**src/rtl/load_store_unit.sv**
```systemverilog
// Load/store unit: one memory access per request with timeout and a one-cycle response pulse.
// Optional macro LSU_MISALIGN_CHECK_EN rejects misaligned half/word requests.
module load_store_unit #(
    parameter int WORD_SIZE = 32,
    parameter int TIMEOUT   = 16
) (
    input  logic                 clk,
    input  logic                 reset,
    input  logic                 req_valid,
    output logic                 req_ready,
    input  logic                 req_is_store,
    input  logic [1:0]           req_size,
    input  logic                 req_sign,
    input  logic [WORD_SIZE-1:0] req_addr,
    input  logic [WORD_SIZE-1:0] req_wdata,
    output logic                 resp_valid,
    output logic                 resp_err,
    output logic [WORD_SIZE-1:0] resp_rdata,
    output logic                 read_one,
    output logic                 read_sign_one,
    output logic [WORD_SIZE-1:0] read_addr_one,
    output logic [1:0]           read_size_one,
    input  logic [WORD_SIZE-1:0] read_data_one,
    input  logic                 read_valid_one,
    output logic                 wren,
    output logic [1:0]           write_size,
    output logic [WORD_SIZE-1:0] write_addr,
    output logic [WORD_SIZE-1:0] write_data,
    input  logic                 write_valid
);

    localparam int CW = (TIMEOUT > 2) ? $clog2(TIMEOUT) : 1;

    typedef enum logic [1:0] {IDLE, READ, WRITE, RESP} state_t;

    state_t                 state;
    logic [CW-1:0]          cnt;
    logic [WORD_SIZE-1:0]   addr_q;
    logic [WORD_SIZE-1:0]   wdata_q;
    logic [1:0]             size_q;
    logic                   sign_q;
    logic                   bad_req;
    logic                   cnt_last;

    always_comb begin
        bad_req = (req_size == 2'd3);
`ifdef LSU_MISALIGN_CHECK_EN
        if (req_size == 2'd1 && req_addr[0])
            bad_req = 1'b1;
        if (req_size == 2'd2 && req_addr[1:0] != 2'b00)
            bad_req = 1'b1;
`endif
    end

    assign cnt_last  = (cnt == CW'(TIMEOUT - 1));
    assign req_ready = (state == IDLE) && !reset;

    assign read_addr_one = addr_q;
    assign read_size_one = size_q;
    assign read_sign_one = sign_q;
    assign write_addr    = addr_q;
    assign write_size    = size_q;
    assign write_data    = wdata_q;

    always_ff @(posedge clk) begin
        if (reset) begin
            state      <= IDLE;
            cnt        <= '0;
            addr_q     <= '0;
            wdata_q    <= '0;
            size_q     <= '0;
            sign_q     <= 1'b0;
            resp_valid <= 1'b0;
            resp_err   <= 1'b0;
            resp_rdata <= '0;
            read_one   <= 1'b0;
            wren       <= 1'b0;
        end else begin
            case (state)
                IDLE: begin
                    if (req_valid) begin
                        addr_q     <= req_addr;
                        wdata_q    <= req_wdata;
                        size_q     <= req_size;
                        sign_q     <= req_sign;
                        cnt        <= '0;
                        resp_rdata <= '0;
                        if (bad_req) begin
                            state      <= RESP;
                            resp_valid <= 1'b1;
                            resp_err   <= 1'b1;
                        end else if (req_is_store) begin
                            state <= WRITE;
                            wren  <= 1'b1;
                        end else begin
                            state    <= READ;
                            read_one <= 1'b1;
                        end
                    end
                end
                READ: begin
                    // A valid on the timeout edge still counts as success.
                    if (read_valid_one) begin
                        state      <= RESP;
                        read_one   <= 1'b0;
                        resp_valid <= 1'b1;
                        resp_err   <= 1'b0;
                        resp_rdata <= read_data_one;
                    end else if (cnt_last) begin
                        state      <= RESP;
                        read_one   <= 1'b0;
                        resp_valid <= 1'b1;
                        resp_err   <= 1'b1;
                        resp_rdata <= '0;
                    end else begin
                        cnt <= cnt + CW'(1);
                    end
                end
                WRITE: begin
                    if (write_valid || cnt_last) begin
                        state      <= RESP;
                        wren       <= 1'b0;
                        resp_valid <= 1'b1;
                        resp_err   <= !write_valid;
                        resp_rdata <= '0;
                    end else begin
                        cnt <= cnt + CW'(1);
                    end
                end
                default: begin
                    state      <= IDLE;
                    resp_valid <= 1'b0;
                    resp_err   <= 1'b0;
                    resp_rdata <= '0;
                end
            endcase
        end
    end

endmodule

```
**config.mk**
```make
export PLATFORM = sky130hd
export DESIGN_NAME = load_store_unit
export DESIGN_NICKNAME = d
export VERILOG_FILES = /design/src/rtl/load_store_unit.sv
export SDC_FILE = /design/constraint.sdc
export NUM_CORES = 1
export LEC_CHECK = 0
export CAP_MARGIN = 20
export CORE_MARGIN = 5
export CORE_UTILIZATION = 24
export CTS_BUF_LIST = sky130_fd_sc_hd__clkbuf_8
export DETAILED_ROUTE_END_ITERATION = 10
export GPL_TIMING_DRIVEN = 1
export PLACE_DENSITY = 0.56
export SKIP_CTS_REPAIR_TIMING = 1
export SYNTH_ARGS = -nofsm -noshare
export SYNTH_HDL_FRONTEND = slang
export SYNTH_SLANG_ARGS = --single-unit
```
**constraint.sdc**
```tcl
create_clock -name clk -period 2.4 [get_ports clk]
set_input_delay 0.24 -clock clk [delete_from_list [all_inputs] [get_ports clk]]
set_output_delay 0.24 -clock clk [all_outputs]
set_load 0.02 [all_outputs]
```
# Yosys cells after proc, flatten, opt, wreduce, memory -nomap -nowiden
# Cells that the tools add are included.
dict set report word_totals {
  ff_bits 109
}
dict set report classes {
  n_addsub 1
  eq_ne 14
  mux 37
  n_reduce_logical 14
}
# operator n
set op_table {}
lappend op_table {{$mux 32} 4}
lappend op_table {{$pmux 32 s3} 1}
lappend op_table {{$ne 2x2->1 const B} 9}
lappend op_table {{$mux 1} 16}
lappend op_table {{$mux 4} 4}
lappend op_table {{$reduce_and 5->1} 3}
lappend op_table {{$mux 2} 6}
lappend op_table {{$pmux 4 s3} 1}
lappend op_table {{$pmux 1 s3} 2}
lappend op_table {{$pmux 2 s3} 1}
lappend op_table {{$add 4x1->4 const B} 1}
lappend op_table {{$eq 2x2->1 const B} 2}
lappend op_table {{$eq 4x4->1 const B} 1}
lappend op_table {{$pmux 1 s2} 2}
lappend op_table {{$reduce_and 4->1} 1}
lappend op_table {{$reduce_bool 2->1} 2}
lappend op_table {{$ne 3x3->1 const B} 1}
lappend op_table {{$reduce_and 3->1} 1}
lappend op_table {{$reduce_bool 3->1} 1}
lappend op_table {{$eq 2x1->1 const B} 1}
lappend op_table {{$logic_not 1->1} 2}
lappend op_table {{$logic_not 2->1} 1}
lappend op_table {{$reduce_and 2->1} 1}
lappend op_table {{$logic_and 1x1->1} 1}
lappend op_table {{$logic_or 1x1->1} 1}

# Logic depth before layout (Yosys ltp)
# Gate-level depths: netlist of the first run.
dict set report logic_depth {
  depth_word 4
  ltp_mapped 8
}

# Worst setup path before layout of the first run
# OpenSTA, ideal clock, no wires.
dict set report synth_path {
  path_kind {register to register}
  from {reg state[1]}
  to {reg cnt[2]}
  setup_time_ns 0.117
  t_arrival_ns 1.667
  t_required_ns 2.283
  slack_ns 0.616
  path_stages_with_launch 7
  n_path_buf 0
  synth_period_minus_slack_ns 1.784
  path_cell_list {dfxtp_1 -> inv_1 -> ha_1 -> a41o_1 -> a2111oi_4 -> o21ai_1 -> a32o_1}
}
dict set report synth_via {
  elab_chain_cells 3
  word_cells_on_any_way 10
  classes_between {eq/ne (6); mux (1); reduce/logical (3)}
}
# item line_no
set synth_rtl {}
lappend synth_rtl {{start, declared} 36} ;# state_t state;
lappend synth_rtl {{start signal, assigned} 67} ;# state <= IDLE;
lappend synth_rtl {{start signal, assigned} 89} ;# state <= RESP;
lappend synth_rtl {{start signal, assigned} 93} ;# state <= WRITE;
lappend synth_rtl {{$eq 2x2->1, or another cell as far along} 79} ;# case (state)
lappend synth_rtl {{$ne 2x2->1 (no line) or $reduce_bool 3->1 (tied branches)} -}
lappend synth_rtl {{$reduce_and 5->1 (no line)} -}
lappend synth_rtl {{end signal, assigned} 116} ;# cnt <= cnt + CW'(1);
lappend synth_rtl {{end signal, assigned} 127} ;# cnt <= cnt + CW'(1);
lappend synth_rtl {{end, declared} 37} ;# logic [CW-1:0] cnt;
# Several ways; a longest one is shown, not always the timed one.
# A chain may end at the register's enable or synchronous reset.

# Worst setup path in the final report of the first run
# Ends and elaborated chain as after synthesis.

==> results_dict.tcl, run 1 <==
set metrics [dict create \
    cts_sinks 109 \
    critPathLaunchType "flop" \
    grt_pass1_wl_um 24200 \
    slew_viol_final 0 \
    synthDistinctLibCells 35 \
    grt_overflow 0 \
    cts_buffers 9 \
    initial_utilization 0.245 \
    hp-class "input pin to flop" \
    nFillCells 1861 \
    yosysWarnings 0 \
    grtUsageTotal 0.139 \
    clk_path_buf_depth 2 \
    antenna_found_initial 0 \
    area_growth_pct 59.2 \
    root_buffer "clkbuf_8" \
    synth_area_mm2 0.00444 \
    synth_edf_count 0 \
    grt_max_degree 112 \
    grt_pass1_vias 4229 \
    min_from "req_wdata[25]" \
    dr.pass1.iters 5 \
    die_w_um 146 \
    cap_violations 0 \
    path_clk_slew_ps 120 \
    core_mm2 0.0181 \
    crit_type "flop to flop" \
    via_count 4416 \
    hold_end "write_data[25]$_SDFFE_PP0P_" \
    nNetsFinal 850 \
    leakage_nw 2.47 \
    hold_path_depth 3 \
    final_antenna_net_count 0 \
    worstRegToRegCells 6 \
    status "complete, no violations" \
    viasPerCell 4.53 \
    fin_total_pwr_w 0.00624 \
    hold-worst-slack_ps 384 \
    clk-insertion-delay-late_ps 380 \
    drive_above_1_share 0.0497 \
    io_pins 243 \
    synth_area_leaders "dfxtp_1 49%, a21oi_1 12%, nand2_1 12%" \
    max_freq_mhz 500 \
    skew_ps 11.8 \
    worst_ep_required_time_ps 2680 \
    h-tree-depth 3 \
    worstPathMaxFanout 7 \
    drt-initial-drc-count 192 \
    synth-async-reset-ratio 0 \
    synth.yosys.seq_area_share 0.492 \
    slew_headroom 0.652 \
    avgSynthCellArea_um2 8.01 \
    fin_crit_sh 0.833 \
    io_buffer_count 242 \
    num_antenna_cells 0 \
    synthCells 554 \
    routed_wl_um 15500 \
    avgRoutedWirePerCell_um 15.9 \
    reg2reg_from "state[1]$_SDFFE_PP0P_" \
    vdd_ir_drop_max_mv 0.308 \
    fp.dieH_um 146 \
    die-area_mm2 0.0213 \
    timing.rr.end "cnt[2]$_SDFFE_PP0P_" \
    cts_tree "done" \
    tightestPinTransition_ps 523 \
    row_count 49 \
    yosysTopAreaCell "dfxtp_1" \
    finalHoldViolCount 0 \
    synth_top_area_frac 0.492 \
    syn-num-nets 664 \
    ys_ff_latch 109 \
    drcViolationCount 0 \
    finalWeightedCongestion 0.756 \
    min_period_ps 2000 \
    critical_path.endpoint_type "flop" \
    rsz0062_at_grt "no" \
    cp.arrival_ps 2280 \
    final.setup.tns_ps 0 \
    synthFlopType "dfxtp_1" \
    setup_viol_count_final 0 \
    p_per_area_mw_per_mm2 883 \
    r2r_slack_ps 400 \
    dp_hpwl_um 10700 \
]
[through the flow]
step                cell area, um2   util  worst slack [ps]  cells
detailed placement            6850  0.379               416    958
finish                        7070  0.391               402    974
CTS                           7060  0.391              46.9    974
global route                  7070  0.391               261    974
floorplan                     4440      -               616    554
global placement              6850  0.379               470    958
[logic make-up (layout without fill, tap and decap cells)]
kind of cell,after synthesis,count (layout),synth area share
flip-flops,109,109,0.492
buffers and inverters,87,278,0.104
AND/OR/NAND/NOR,192,192,0.190
AO/OA/AOI/OAI,161,161,0.200
adder cells (fa/ha/maj),5,5,0.0141
[cell usage in the layout (no fill, tap or decap), drive strengths merged, types with 3 or more instances in the layout]
cell / netlist / routed
clkdlybuf4s50: 0 / 240
nand2: 138 / 138
dfxtp: 109 / 109
a21oi: 107 / 107
o21ai: 35 / 35
nand4: 32 / 32
buf: 48 / 14
inv: 7 / 11
clkbuf: 32 / 10
nor2: 5 / 5
nand2b: 5 / 5
ha: 5 / 5
a31oi: 4 / 4
nand3: 3 / 3
[registers in the layout (all words and copies together), names as in the netlist]
signal,count
state,2
resp_rdata,32
write_data,32
read_size_one,2
cnt,4
read_addr_one,32
read_one,1
read_sign_one,1
wren,1
resp_valid,1
resp_err,1
[synth_stat cells (all sizes together), types with 2 or more instances]
master     n
a21oi    107
ha         5
o2111ai    2
nor3       2
a31oi      4
nand2    138
nand4     32
nand3      3
inv        7
a311oi     2
nand2b     5
nor2       5
and2       2
dfxtp    109
buf       48
o21ai     35
a41o       2
clkbuf    32
o31ai      2
[critical path: stages (launching register included)]
cell       delay (ps)
dfxtp_1           390
inv_1              90
ha_1              240
a41o_1            270
a2111oi_4         510
o21ai_1           130
a32o_1            270
[worst max-delay path by stage]
stage | startpoint | endpoint | cells after the start
after floorplan | state[1]$_SDFFE_PP0P_ | cnt[2]$_SDFFE_PP0P_ | 6
after global placement | state[1]$_SDFFE_PP0P_ | cnt[2]$_SDFFE_PP0P_ | 6
after detailed placement | state[1]$_SDFFE_PP0P_ | cnt[2]$_SDFFE_PP0P_ | 6
after CTS | state[1]$_SDFFE_PP0P_ | req_ready | 5
after global routing | state[0]$_SDFFE_PP0P_ | resp_valid$_SDFFE_PP0P_ | 6
final | state[1]$_SDFFE_PP0P_ | cnt[2]$_SDFFE_PP0P_ | 6
[metal layers]
layer	track usage	wire length [um]	vias to the layer above
met5	0	0	-
met4	0.0409	171	0
met3	0.0533	1510	12
met2	0.212	6610	186
met1	0.183	7190	1993
li1	-	-	2225
[where the power goes]
part,total (W),switching [W],internal [W]
clock network,0.00122,0.000692,0.000533
registers,0.00223,0.000164,0.00207
logic,0.00278,0.00163,0.00115
[final cells by class]
cell class              instances  area, um2  area share
flip-flops and latches        109       2180       0.309
inverters                       7       26.3     0.00372
repair buffers                255       2560       0.362
multi-input cells             358       1800       0.255
well taps                     229        287      0.0406
clock inverters                 6       76.3      0.0108
clock buffers                  10        138      0.0195
Note: power is estimated with default switching activity, not from simulation.
==> inputs of run 2 (changes only) <==
PLACE_DENSITY = 0.58   (was 0.56)
clock period = 1.8 ns   (was 2.4 ns; I/O delays follow)
==> run 2 against run 1 <==
Compared with the run above:
- clock power increased by 22%
- die area unchanged
- non-clock buffer count increased by 13
- worst hold slack got worse by 360 ps
- first-iteration DRC count decreased by 13%
- register-to-register slack got worse by 290 ps
- critical path depth increased by 1
- final cell count increased by 1.3%
- combinational power increased by 45%
- sequential power increased by 34%
- sequential share of layout area decreased by 0.63 points
- fmax increased by 19%
- critical path type unchanged
- largest power group unchanged
==> results_dict.tcl, run 2 (synthesized netlist as in run 1, its figures left out) <==
set metrics [dict create \
    worst_ep_required_time_ps 2120 \
    status "complete, no violations" \
    drt-initial-drc-count 168 \
    grt_pass1_wl_um 24000 \
    grt_pass1_vias 4338 \
    path_clk_slew_ps 110 \
    skew_ps 12.0 \
    area_growth_pct 62.7 \
    vdd_ir_drop_max_mv 0.535 \
    dp_cells 970 \
    row_count 49 \
    hold_end "resp_valid$_SDFFE_PP0P_" \
    via_count 4519 \
    cp.arrival_ps 2000 \
    die-area_mm2 0.0213 \
    grtUsageTotal 0.138 \
    nFillCells 1887 \
    io_pins 243 \
    drive_above_1_share 0.0778 \
    fin_crit_sh 0.936 \
    max_freq_mhz 593 \
    h-tree-depth 3 \
    fin_area_mm2 0.00722 \
    slew_headroom 0.518 \
    cts_sinks 109 \
    root_buffer "clkbuf_8" \
    final_cell_count_no_fill 987 \
    antenna_found_initial 0 \
    viasPerCell 4.58 \
    num_antenna_cells 0 \
    critPathLaunchType "flop" \
    r2r_slack_ps 110 \
    setup_viol_count_final 0 \
    p_per_area_mw_per_mm2 1180 \
    drcViolationCount 0 \
    worstRegToRegCells 7 \
    rsz0062_at_grt "no" \
    hold-worst-slack_ps 24.0 \
    fp.dieH_um 146 \
    clk-insertion-delay-late_ps 380 \
    crit_type "flop to flop" \
    min_from "reset" \
    layout_common_cells "240 x clkdlybuf4s50_1, 137 x nand2_1, 107 x dfxtp_1" \
    routed_wl_um 15500 \
    final.setup.tns_ps 0 \
    dr.pass1.iters 4 \
    grt_max_degree 68 \
    min_period_ps 1690 \
    tightestPinTransition_ps 723 \
    leakage_nw 2.53 \
    core_mm2 0.0181 \
    cts_buffers 9 \
    critical_path.endpoint_type "flop" \
    finalHoldViolCount 0 \
    die_w_um 146 \
    reg2reg_from "state[1]$_SDFFE_PP0P_" \
    io_buffer_count 242 \
    timing.rr.end "cnt[1]$_SDFFE_PP0P_" \
    worstPathMaxFanout 6 \
    slew_viol_final 0 \
    avgRoutedWirePerCell_um 15.7 \
    dp_hpwl_um 10900 \
    initial_utilization 0.245 \
    fin_total_pwr_w 0.00849 \
    final_antenna_net_count 0 \
    cap_violations 0 \
    nNetsFinal 863 \
    final_common_cell "clkdlybuf4s50_1" \
    hp-class "input pin to flop" \
    finalWeightedCongestion 0.764 \
    dpl_cell_area_mm2 0.00696 \
    cts_tree "done" \
    clk_path_buf_depth 2 \
    hold_path_depth 2 \
    grt_overflow 0 \
]
[run 2: area by class of cell]
type | count | area [um2] | share of cell area
clock buffer | 11 | 151 | 0.0210
clock inverter | 5 | 42.5 | 0.00589
inverter | 7 | 26.3 | 0.00364
multi-input combinational | 358 | 1830 | 0.253
sequential | 109 | 2180 | 0.303
tap | 229 | 287 | 0.0397
timing repair buffer | 268 | 2700 | 0.374
[run 2: metrics by stage]
step / util / setup slack, ps
finish: 0.399 / 115
global route: 0.399 / 15.1
CTS: 0.396 / -321
detailed placement: 0.385 / 61.0
global placement: 0.385 / 76.2
floorplan: - / 16.0
[run 2: worst max path at each step]
| stage | to | start | cells past startpoint |
|---|---|---|---|
| floorplan | cnt[2]$_SDFFE_PP0P_ | state[1]$_SDFFE_PP0P_ | 6 |
| global placement | cnt[1]$_SDFFE_PP0P_ | state[0]$_SDFFE_PP0P_ | 7 |
| detailed placement | cnt[0]$_SDFFE_PP0P_ | state[0]$_SDFFE_PP0P_ | 7 |
| CTS | req_ready | state[0]$_SDFFE_PP0P_ | 5 |
| global route | resp_rdata[12]$_SDFFE_PP0P_ | state[0]$_SDFFE_PP0P_ | 7 |
| finish | cnt[1]$_SDFFE_PP0P_ | state[1]$_SDFFE_PP0P_ | 7 |
[run 2: routing by layer]
metal / up-vias / GRT usage / part of all wire / routed length, um
met5: - / 0 / 0 / 0
met4: 0 / 0.0310 / 0.011 / 178
met3: 13 / 0.0604 / 0.099 / 1530
met2: 162 / 0.225 / 0.45 / 7020
met1: 2080 / 0.169 / 0.44 / 6750
li1: 2264 / - / - / -
[run 2: power by group]
group	internal (W)	switching, W
registers	0.00276	0.000215
logic	0.00180	0.00223
clock network	0.000593	0.000899
total	0.00515	0.00334
[run 2: worst max-delay path, stage by stage (launching register included)]
cell       delay [ps]
dfxtp_2           340
buf_4             130
ha_1              190
a41o_1            230
a2111oi_4         320
buf_4             190
nand3_1            80
a21oi_1           140
